===== src/rtl/iex_comp_arbiter.sv =====
// iex_comp_arbiter: round-robin shared set-less-than comparator with a single registered result slot
module iex_comp_arbiter #(
  parameter int DATA_WIDTH = 32,
  parameter int TAG_WIDTH  = 5
) (
  input  logic                  clk,
  input  logic                  rst,
  input  logic                  req0_valid,
  output logic                  req0_ready,
  input  logic [DATA_WIDTH-1:0] req0_a,
  input  logic [DATA_WIDTH-1:0] req0_b,
  input  logic                  req0_unsigned,
  input  logic [TAG_WIDTH-1:0]  req0_tag,
  input  logic                  req1_valid,
  output logic                  req1_ready,
  input  logic [DATA_WIDTH-1:0] req1_a,
  input  logic [DATA_WIDTH-1:0] req1_b,
  input  logic                  req1_unsigned,
  input  logic [TAG_WIDTH-1:0]  req1_tag,
  output logic                  rsp0_valid,
  input  logic                  rsp0_ready,
  output logic                  rsp1_valid,
  input  logic                  rsp1_ready,
  output logic                  rsp_lt,
  output logic [TAG_WIDTH-1:0]  rsp_tag
);
  typedef enum logic [1:0] {EMPTY, FULL0, FULL1} slot_t;
  slot_t state, state_nxt;
  logic last_grant, grant0, grant1, drain, can_accept, acc0, acc1, lt;
  logic [DATA_WIDTH-1:0] a, b;
  // last_grant holds the index of the most recently served requester
  assign grant0 = req0_valid & (~req1_valid | last_grant);
  assign grant1 = req1_valid & (~req0_valid | ~last_grant);
  assign drain = (state == FULL0 & rsp0_ready) | (state == FULL1 & rsp1_ready);
  assign can_accept = ~rst & (state == EMPTY | drain);
  assign req0_ready = can_accept & grant0;
  assign req1_ready = can_accept & grant1;
  assign acc0 = req0_valid & req0_ready;
  assign acc1 = req1_valid & req1_ready;
  assign a = grant1 ? req1_a : req0_a;
  assign b = grant1 ? req1_b : req0_b;
  assign lt = (grant1 ? req1_unsigned : req0_unsigned) ? (a < b) : ($signed(a) < $signed(b));
  always_ff @(posedge clk) begin
    if (rst) begin
      state      <= EMPTY;
      last_grant <= 1'b1;
      rsp_lt     <= 1'b0;
      rsp_tag    <= '0;
    end else begin
      state <= state_nxt;
      if (acc0 | acc1) begin
        last_grant <= acc1;
        rsp_lt     <= lt;
        rsp_tag    <= acc1 ? req1_tag : req0_tag;
      end
    end
  end
  always_comb begin
    state_nxt = acc0 ? FULL0 : acc1 ? FULL1 : drain ? EMPTY : state;
  end
  always_comb begin
    rsp0_valid = state == FULL0;
    rsp1_valid = state == FULL1;
  end
endmodule


===== config.mk =====
export PLATFORM = sky130hd
export DESIGN_NAME = iex_comp_arbiter
export DESIGN_NICKNAME = d
export VERILOG_FILES = /design/src/rtl/iex_comp_arbiter.sv
export SDC_FILE = /design/constraint.sdc
export NUM_CORES = 1
export LEC_CHECK = 0
export ABC_AREA = 1
export CORE_ASPECT_RATIO = 1.75
export CORE_MARGIN = 8
export CORE_UTILIZATION = 30
export DETAILED_ROUTE_END_ITERATION = 10
export DONT_BUFFER_PORTS = 1
export PLACE_DENSITY = 0.52
export RECOVER_POWER = 50
export SKIP_LAST_GASP = 1
export SYNTH_ARGS = -nofsm -noshare
export SYNTH_HDL_FRONTEND = slang
export SYNTH_SLANG_ARGS = --single-unit

===== constraint.sdc =====
create_clock -name clk -period 2.5 [get_ports clk]
set_input_delay 0.25 -clock clk [delete_from_list [all_inputs] [get_ports clk]]
set_output_delay 0.25 -clock clk [all_outputs]
set_load 0.01 [all_outputs]

==> qor.txt <==
Detailed placer's ending HPWL: 5390 um
Pleak: 1.25 nW
Initial antenna violation count: 0
TritonCTS Buffers: 3
Bufs on Longest Clock Path: 2
Vias: 1909
Vias in the first global route: 2025
CTS sink count: 9
Worst setup margin: 0.242 ns
Worst path buffer plus inverter count: 3
Hold WC Path Type: in -> reg
DRT antenna net count: 0
Post-Syn Area: 1860 um2
Final Slew Violations: 0
Crit-path most repeated cell: nand2_1
R2R depth: 15
Avg Cell Area, Syn: 6.38 um2
Area growth, synth to finish: 14.8%
Post-DR vias/cell: 5.09
Total wire length: 6380 um
DR DRC count: 0
Root Buffer: clkbuf_8
DIE AREA: 9090 um2
Clk slew on worst S/H paths: 0.05 ns
Hold_buf cts: 0
GPL Wtd Cong: 0.701
Final net count: 473
Final min period: 2.26 ns
CP Launch Type: flop
Most frequent cells in the layout: nand2_1, mux2i_1, ha_1, a21oi_1, inv_1
Largest net degree at the start of global routing: 42
DR pass1 iterations: 4
Clock skew: 0.00405 ns
Hold depth: 1
# diodes: 0
Clk_lat worst skew: 0.24 ns
Status: completed
Register area share after synthesis: 0.0966
Layout cells sized above 1: 0.0881
Synth warn: 0
Post-Syn Nets: 469
Worst Hold Launch: rst
Critical R2R Capture: rsp_lt
FP Rows: 38
Worst R2R Setup Slack: 0.24 ns
Global-route wire length before repair: 9170 um
Maximum VDD drop: 0.166 mV
Cell family with most CP delay: simple AND/OR/NAND/NOR gates
CTS tree: yes
Final TNS setup: 0 ns
Final hold vios: 0
Worst R2R Start: last_grant
Cells after Synth: 292
Worst Hold Endpoint: state[0]
GRT Util Overall: 0.126
Fmax: 0.443 GHz
Delay of the slowest cell on the worst path: 0.33 ns
Die Wd: 75.6 um
GRT overflow: 0
Critical-path cell list: nand2_2 -> nand2_4 -> inv_2 -> buf_4 -> nand2_1 -> nand2_1 -> ha_1 -> nand2_1 -> nor4_2 -> nor4b_2 -> nand2_1 -> nand3_1 -> nand3_1 -> nand2_1 -> inv_1
Worst setup EP type: flop
Arr. time, crit path: 2.40 ns
Worst slew margin: 0.781
Final period util: 0.903
Io pins: 156
Die height: 120 um
Origin of the worst setup path: last_grant
Pwr dens: 364 nW/um2
Most common cell after layout, fill and taps aside: nand2_1
CP max FO: 11
1st-iter DRT viols: 58
Initial core utilization: 0.306
Pre-CTS WS: 0.106 ns
Area of the core: 6090 um2
Netlist cell types: 29
Crit path max-delay cell type: dfxtp_2
Max Cap Violations: 0
Slew at the pin closest to its max-slew limit: 0.328 ns
H-tree depth: 1
PortBufs: 0
Final setup viols: 0
Synth Register Bits: 9
Crit path required time: 2.64 ns
Routed WL per cell: 17.0 um
WS Path Type: reg -> reg
[registers in the layout, summed over array words and instances (netlist names)]
| name | cells |
|---|---|
| last_grant | 1 |
| rsp_lt | 1 |
| state | 2 |
| rsp_tag | 5 |
[cell usage after synthesis, drive strengths merged]
library cell,number,area [um2]
buf,4,20.0
a211oi,1,7.51
clkbuf,6,22.5
ha,31,388
dfxtp,9,180
nor2,10,56.3
nor4b,1,8.76
mux2i,31,310
a22o,1,10.0
nand2,131,510
a21oi,27,135
nor4,1,6.26
nor3,1,5.00
o221ai,1,8.76
nand3,5,25.0
o21ai,9,45.0
o21a,1,7.51
o31ai,1,7.51
inv,16,70.1
o21bai,1,7.51
o211ai,1,7.51
nand4,3,25.0
[per-layer routing]
layer	GRT usage	part of all wire	vias to the layer above
met1	0.125	0.38	818
met4	0.0254	0.0055	0
met5	0	0	-
met3	0.0448	0.096	4
li1	-	-	991
met2	0.237	0.52	96
[logic make-up after synthesis]
logic type / count (synthesis) / synth area share
multiplexers: 31 / 0.166
adder cells (fa/ha/maj): 31 / 0.208
AO/OA/AOI/OAI: 43 / 0.127
buffers and inverters: 26 / 0.0604
AND/OR/NAND/NOR: 152 / 0.342
flip-flops: 9 / 0.0966
[layout make-up]
cell class,count,area (um2)
timing repair buffer,9,151
multi-input combinational,257,1590
inverter,16,70.1
sequential,9,181
fill,700,3950
clock buffer,4,45.0
tap,80,100
[worst register-to-register path, stage by stage (launching register included)]
cell,delay [ns]
dfxtp_2,0.33
nand2_2,0.07
nand2_4,0.14
inv_2,0.08
buf_4,0.18
nand2_1,0.07
nand2_1,0.06
ha_1,0.30
nand2_1,0.07
nor4_2,0.30
nor4b_2,0.23
nand2_1,0.10
nand3_1,0.08
nand3_1,0.08
nand2_1,0.06
inv_1,0.03
[worst max path at each step]
stage	endpoint	slack, ns	cells after the start
5_1_grt	rsp_lt	-0.007	22
4_1_cts	rsp_lt	0.11	13
3_5_place_dp	rsp_lt	0.11	13
2_1_floorplan	rsp_lt	0.03	16
3_3_place_gp	rsp_lt	0.21	13
6_report	rsp_lt	0.24	15
[timing repair]
item,in CTS,in global routing
buffers inserted,0,2
endpoints found under the setup margin,0,1
gates resized for setup,0,8
[per-stage QoR]
stage                     total power, mW  cells  instance area, um2   util  hold slack (ns)
after floorplan                     0.498    292                1870      -            0.350
after global placement              0.581    367                1990  0.327            0.356
after detailed placement            0.585    367                1990  0.327            0.370
after CTS                           0.761    371                2040  0.335            0.121
after global routing                0.867    375                2140  0.352            0.133
final                               0.779    375                2140  0.352            0.122
[report_power, final]
| group | internal [mW] | switching, mW | total (mW) | leakage, nW |
|---|---|---|---|---|
| registers | 0.160 | 0.0175 | 0.178 | 0.0738 |
| clock network | 0.112 | 0.0618 | 0.173 | 0.0228 |
| logic | 0.188 | 0.239 | 0.428 | 1.15 |
| total | 0.460 | 0.319 | 0.779 | 1.25 |
Power figures use the tool's default switching activity.
